`src/rtl/l1_refill_ctrl.sv`:
```
// l1_refill_ctrl
//   Read sequencer between one CPU requester, a 4-way L1 cache and the
//   L2/memory port. One read is in flight at a time: the L1 is probed, a
//   miss is fetched from L2 with a level req / strobe ack handshake, the
//   fetched word is promoted into L1 and finally returned to the CPU.
//   A bounded memory wait turns a dead L2 into an error response.
//
//   Optional build macro: L1CTRL_STATS_EN adds saturating hit / miss /
//   timeout counters (stat_hits, stat_misses, stat_timeouts).
//
// Ports
//   clk, rst          rising-edge clock, asynchronous active-high reset
//   cpu_req/cpu_addr  read request and address (taken only while idle)
//   cpu_ready         controller idle, request will be accepted
//   rsp_valid/data/err one-cycle response strobe, data and timeout flag
//   l1_read           L1 probe strobe
//   l1_write_en/wdata L1 promote strobe and data
//   l1_addr           latched request address towards L1
//   l1_rdata/l1_hit   registered L1 read data and hit flag
//   mem_req/mem_addr  L2 request (level, held until ack) and address
//   mem_ack/mem_rdata L2 data-valid strobe and data
//
// Every output is decoded from registered state, so no input reaches an
// output combinationally and reset takes effect on the outputs at once.
module l1_refill_ctrl #(
   parameter int ADDR_WIDTH  = 11,
   parameter int DATA_WIDTH  = 32,
   parameter int MEM_TIMEOUT = 64
) (
   input  logic                  clk,
   input  logic                  rst,
   input  logic                  cpu_req,
   input  logic [ADDR_WIDTH-1:0] cpu_addr,
   output logic                  cpu_ready,
   output logic                  rsp_valid,
   output logic [DATA_WIDTH-1:0] rsp_data,
   output logic                  rsp_err,
   output logic                  l1_read,
   output logic                  l1_write_en,
   output logic [ADDR_WIDTH-1:0] l1_addr,
   output logic [DATA_WIDTH-1:0] l1_wdata,
   input  logic [DATA_WIDTH-1:0] l1_rdata,
   input  logic                  l1_hit,
   output logic                  mem_req,
   output logic [ADDR_WIDTH-1:0] mem_addr,
   input  logic                  mem_ack,
   input  logic [DATA_WIDTH-1:0] mem_rdata
`ifdef L1CTRL_STATS_EN
   ,
   output logic [31:0]           stat_hits,
   output logic [31:0]           stat_misses,
   output logic [31:0]           stat_timeouts
`endif
);

   // Last timer value before giving up; the wait lasts MEM_TIMEOUT cycles.
   localparam logic [15:0] TIMER_LAST = 16'(MEM_TIMEOUT - 1);

   typedef enum logic [2:0] {
      S_IDLE,
      S_LOOKUP,
      S_CHECK,
      S_MEM_WAIT,
      S_FILL,
      S_RESP
   } state_t;

   state_t                  state_reg;
   logic [ADDR_WIDTH-1:0]   addr_reg;
   logic [DATA_WIDTH-1:0]   data_reg;
   logic                    err_reg;
   logic [15:0]             timer_reg;

   always_ff @(posedge clk or posedge rst) begin
      if (rst) begin
         state_reg <= S_IDLE;
         addr_reg  <= '0;
         data_reg  <= '0;
         err_reg   <= 1'b0;
         timer_reg <= '0;
      end else begin
         case (state_reg)
            S_IDLE: begin
               if (cpu_req) begin
                  addr_reg  <= cpu_addr;
                  data_reg  <= '0;
                  err_reg   <= 1'b0;
                  state_reg <= S_LOOKUP;
               end
            end
            S_LOOKUP: begin
               state_reg <= S_CHECK;
            end
            S_CHECK: begin
               // L1 answers one edge after the probe strobe.
               if (l1_hit) begin
                  data_reg  <= l1_rdata;
                  state_reg <= S_RESP;
               end else begin
                  timer_reg <= '0;
                  state_reg <= S_MEM_WAIT;
               end
            end
            S_MEM_WAIT: begin
               // An ack on the last allowed cycle still wins over the timeout.
               if (mem_ack) begin
                  data_reg  <= mem_rdata;
                  state_reg <= S_FILL;
               end else if (timer_reg == TIMER_LAST) begin
                  data_reg  <= '0;
                  err_reg   <= 1'b1;
                  state_reg <= S_RESP;
               end else begin
                  timer_reg <= timer_reg + 16'd1;
               end
            end
            S_FILL: begin
               state_reg <= S_RESP;
            end
            S_RESP: begin
               state_reg <= S_IDLE;
            end
            default: begin
               state_reg <= S_IDLE;
            end
         endcase
      end
   end

   assign cpu_ready   = (state_reg == S_IDLE);
   assign l1_read     = (state_reg == S_LOOKUP);
   assign l1_write_en = (state_reg == S_FILL);
   assign mem_req     = (state_reg == S_MEM_WAIT);
   assign rsp_valid   = (state_reg == S_RESP);
   assign rsp_data    = (state_reg == S_RESP) ? data_reg : '0;
   assign rsp_err     = (state_reg == S_RESP) ? err_reg  : 1'b0;
   assign l1_wdata    = (state_reg == S_FILL) ? data_reg : '0;
   assign l1_addr     = addr_reg;
   assign mem_addr    = addr_reg;

`ifdef L1CTRL_STATS_EN
   logic ev_hit;
   logic ev_miss;
   logic ev_timeout;

   assign ev_hit     = (state_reg == S_CHECK) &&  l1_hit;
   assign ev_miss    = (state_reg == S_CHECK) && !l1_hit;
   assign ev_timeout = (state_reg == S_MEM_WAIT) && !mem_ack && (timer_reg == TIMER_LAST);

   // Counters stick at all-ones rather than wrapping.
   always_ff @(posedge clk or posedge rst) begin
      if (rst) begin
         stat_hits     <= '0;
         stat_misses   <= '0;
         stat_timeouts <= '0;
      end else begin
         if (ev_hit && (stat_hits != '1))
            stat_hits <= stat_hits + 32'd1;
         if (ev_miss && (stat_misses != '1))
            stat_misses <= stat_misses + 32'd1;
         if (ev_timeout && (stat_timeouts != '1))
            stat_timeouts <= stat_timeouts + 32'd1;
      end
   end
`endif

endmodule

```
`config.mk`:
```
export PLATFORM = sky130hd
export DESIGN_NAME = l1_refill_ctrl
export DESIGN_NICKNAME = d
export VERILOG_FILES = /design/src/rtl/l1_refill_ctrl.sv
export SDC_FILE = /design/constraint.sdc
export NUM_CORES = 1
export LEC_CHECK = 0
export ABC_AREA = 1
export CORE_MARGIN = 4
export CORE_UTILIZATION = 43
export DETAILED_ROUTE_END_ITERATION = 8
export PLACE_DENSITY = 0.87
export SYNTH_ARGS = -nofsm -noshare
export SYNTH_HDL_FRONTEND = slang
export SYNTH_SLANG_ARGS = --single-unit
```
`constraint.sdc`:
```
create_clock -name clk -period 2.2 [get_ports clk]
set_input_delay 0.44 -clock clk [delete_from_list [all_inputs] [get_ports clk]]
set_output_delay 0.44 -clock clk [all_outputs]
set_load 0.01 [all_outputs]
```
## Yosys cells after proc, flatten, opt, wreduce, memory -nomap -nowiden

Cells that the tools add are included.

| word-level totals | value |
|---|---|
| bits in registers | 63 |
| input bits | 80 |
| output and inout port bits | 92 |

| cells by class | value |
|---|---|
| add/sub/neg operators | 1 |
| equality and inequality tests | 13 |
| muxes and demuxes | 21 |
| reduce and logical (&&, ||, !) cells | 9 |

Operator list:

| operator | number |
|---|---|
| 32-bit two-way mux | 6 |
| 32-bit one-hot mux with 3 select lines | 1 |
| 16-bit two-way mux | 3 |
| 16-bit one-hot mux with 2 select lines | 1 |
| 16-bit by 1-bit adder with 16-bit output, second input constant | 1 |
| 16-bit by 6-bit equality test with 1-bit output, second input constant | 1 |
| 3-bit one-hot mux with 5 select lines | 1 |
| 3-bit two-way mux | 4 |
| 4-bit AND reduction | 3 |
| 2-bit inequality test, second input constant | 5 |
| 3-bit by 2-bit equality test with 1-bit output, second input constant | 2 |
| 3-bit equality test, second input constant | 2 |
| 1-bit two-way mux | 4 |
| 2-bit AND reduction | 2 |
| 2-bit nonzero test | 2 |
| 3-bit by 1-bit equality test with 1-bit output, second input constant | 1 |
| 3-bit logical NOT | 1 |
| 3-bit by 1-bit inequality test with 1-bit output, second input constant | 1 |
| 3-bit nonzero test | 1 |
| 2-bit by 1-bit inequality test with 1-bit output, second input constant | 1 |
| 1-bit one-hot mux with 2 select lines | 1 |

## Longest topological paths before layout

| depth | value |
|---|---|
| word-level depth | 4 |
| mapped depth | 10 |

## Worst setup path after synthesis

Ideal clock, no wire load.

| timing path | value |
|---|---|
| path type | register to output |
| from | register state_reg[0] |
| to | output port l1_wdata[10] |
| arrival time | 1.312 ns |
| data required time | 1.760 ns |
| setup slack | 0.448 ns |
| stages on the path, launching flop included | 7 |
| path buffers | 1 |
| cell sequence | dfrtp_1 inv_2 nand2_2 nor2_1 inv_1 buf_2 nor2_1 |

| on the way | value |
|---|---|
| cells in the longest elaborated chain, start to end | 2 |

Ends and longest elaborated chain:

| what | line | text |
|---|---|---|
| start, declared | 68 | `state_t state_reg;` |
| start signal, assigned | 76 | `state_reg <= S_IDLE;` |
| start signal, assigned | 88 | `state_reg <= S_LOOKUP;` |
| start signal, assigned | 92 | `state_reg <= S_CHECK;` |
| 3-bit equality test | n/a |  |
| net l1_write_en | 39 | `output logic l1_write_en,` |
| 32-bit two-way mux | 137 | `assign l1_wdata = (state_reg == S_FILL) ? data_reg : '0;` |
| end, declared | 41 | `output logic [DATA_WIDTH-1:0] l1_wdata,` |

The timed path passes the listed nets, and every way through them passes these cells.

## Worst setup path in the final report

| timing path | value |
|---|---|
| from | register state_reg[1] |
| to | output port l1_read |

| on the way | value |
|---|---|
| cells in the longest elaborated chain, start to end | 1 |

Ends and longest elaborated chain:

| what | line | text |
|---|---|---|
| 3-bit by 1-bit equality test with 1-bit output | 131 | `assign l1_read = (state_reg == S_LOOKUP);` |
| end, declared | 38 | `output logic l1_read,` |

Every way passes these cells.

==> results.yml <==
run_status:
  status: "finished with violations"
  violations: "negative setup slack"
power_and_ir_drop:
  cellPowerDensity_nw_per_um2: 1026
  ir_drop_uv: 647.8
  p_leak_uw: 0.002724
final_layout:
  post-route-util_pct: 63.86
  design_area_um2: 5873
  final_cell_mix: "nand2_1 (186), clkdlybuf4s50_1 (104), nor2_1 (89)"
  layout-drive-gt1-share_pct: 13.48
  mostFrequentLayoutCell: "nand2_1"
  largest_reg_flops: 32
  fillers: 775
  syn_to_final_growth_pct: 45.19
  multi_input_area_um2: 2011
  antenna_cells: 0
  regArea_um2: 1577
  nNetsFinal: 825
sta:
  period_share_pct: 101.2
  setup_slack_ps: -26.84
  rsz0062_at_grt: "true"
  hold_viol_final: 0
  setup_viol: 1
  tightest_slew_ps: 512.9
  fin_skew_ps: 10.09
  relSlewSlack_pct: 65.73
  min_period_ps: 2227
  slew_violations: 0
  timing.fmax_mhz: 449.1
grt:
  grt_pass1_wl_um: 20490
  antenna_found_initial: 0
  grt_pass1_vias: 4231
  grt_max_degree: 40
  grt-ovfl-total: 0
  track_usage_pct: 22.71
logic_synthesis:
  synthFlopType: "dfrtp_1"
  avgSynthCellArea_um2: 6.915
  synth_edf_count: 0
  synthCells: 585
  syn_area_um2: 4045
  synth_nets: 666
  ys_seq_elements: 63
  yosysWarnings: 0
  synth_seq_area_share_pct: 38.97
  ys_types: 32
  synthArstFlopShare_pct: 100.0
cts:
  cts_tree: "yes"
  clock_sinks: 63
  clockBufferDepth: 2
  clk_latency_ps: 340
  cts_root_buffer: "clkbuf_8"
  cts_hold_buffers: 0
  clk_pin_slew_worst_paths_ps: 80
  cts_made_buffers: 9
  htreeDepth: 3
die:
  fp.dieArea_um2: 11020
  fp-row-count: 35
  die_w_um: 105.0
  fp.dieH_um: 105.0
  ioPinCount: 172
  start_util_pct: 43.99
  core-area_um2: 9196
critical_path:
  path_class: "reg -> out"
  end_kind: "output port"
  ff2ff_path_depth: 8
  crit_fanout: 2
  worst_setup_path_start_kind: "register"
  crit_arrival_ps: 1790
  critPathRequiredTime_ps: 1760
  r2r_slack_ps: 180
  rr_startpoint: "timer_reg[0]"
  r2r-end: "data_reg[10]"
routing:
  via_per_inst: 5.219
  dr.pass1.iters: 5
  drc_errors: 0
  drtIter0Drc: 244
  routed_wl_um: 12840
  ant_nets: 0
  wl_per_cell_um: 14.93
  vias: 4488
hold_path:
  hold_end: "data_reg[25]"
  worstHoldPathType: "reg -> reg"
  holdCritStartpoint: "data_reg[25]"
  worstHoldPathCells: 2
placed_design:
  dp_hpwl_um: 9767
  io_buffers: 171
  gp_congestion: 0.9152
  dpl_cell_area_um2: 5797
  dp_slack_ps: 88.41
run:
  drv_cap: 0
[layer usage]
layer	GRT usage [%]	wire length, µm
met5	0	0
met4	7.404	222
met2	41.80	6654
met1	25.63	5012
met3	5.435	953
[metrics by stage]
| step | instances | TNS, ps | hold slack, ps | power [µW] |
|---|---|---|---|---|
| finish | 860 | -26.84 | 474.9 | 6025 |
| global route | 860 | -94.82 | 495.8 | 6438 |
| CTS | 856 | -2.808 | 470.9 | 5957 |
| detailed placement | 840 | 0 | 460.4 | 4872 |
| global placement | 840 | 0 | 455.5 | 4760 |
| floorplan | 585 | 0 | 441.9 | 3768 |
[power breakdown]
group | internal [µW] | switching (µW) | total [µW]
combinational | 1250 | 1780 | 3040
sequential | 1590 | 286 | 1870
clock | 639 | 476 | 1110
[final cells by class]
class,instances,share of cell area (%)
Clock buffer,9,2.109
Timing Repair Buffer,190,29.14
Multi-Input combinational cell,423,34.24
Tap cell,111,2.365
Inverter,57,3.643
Sequential cell,63,26.84
Clock inverter,7,1.662
[worst max-delay path by stage]
stage | cells past startpoint | from | slack (ps) | end
after floorplan | 1 | rst | 190 | data_reg[0]
after global placement | 7 | state_reg[1] | 140 | rsp_err
after detailed placement | 7 | state_reg[1] | 90 | rsp_err
after CTS | 4 | state_reg[2] | -3 | mem_req
after global routing | 4 | state_reg[1] | -90 | l1_read
final | 4 | state_reg[1] | -30 | l1_read
[critical path: stages, from the launching register on]
cell and delay (ps):
dfrtp_1 400, inv_1 100, nand2_1 100, nor2_1 240, clkdlybuf4s50_1 610
[kinds of logic (layout without fill, tap and decap cells)]
family	Yosys count	in the layout	synth area share [%]
and+or+nand+nor	350	351	37.58
buffers and inverters	100	263	11.94
DFF	63	63	38.97
AOI/OAI and AO/OA	59	59	7.918
muxes	11	11	3.062
adders and majority gates	1	1	0.3093
xor gates and xnor gates	1	1	0.2166
[timing repair]
action	CTS	global route
pin swaps	0	2
resized for setup	67	89
setup endpoints to repair	66	100
hold endpoints to repair	0	0
setup buffers	0	3
cloned	0	1
[cell usage after synthesis, types with 2 or more instances]
library cell,instances,area (µm²)
buf_1,3,11.26
clkbuf_1,6,22.52
buf_6,4,45.04
dfrtp_1,63,1577
o21ai_1,14,70.07
nand2_1,186,698.2
nand3b_1,2,15.01
nand3_4,2,35.03
inv_1,53,198.9
o21bai_1,3,22.52
nand2_4,2,22.52
buf_2,14,70.07
o21ai_0,38,190.2
nand2_2,4,25.02
nand4_1,38,237.7
nand3_1,17,85.08
mux2_2,6,67.56
buf_4,16,120.1
nor2_1,92,345.3
nor2_2,3,18.77
nand3_2,2,20.02
mux2_1,5,56.30
inv_2,3,11.26
Note: power is estimated with default switching activity, not from simulation.
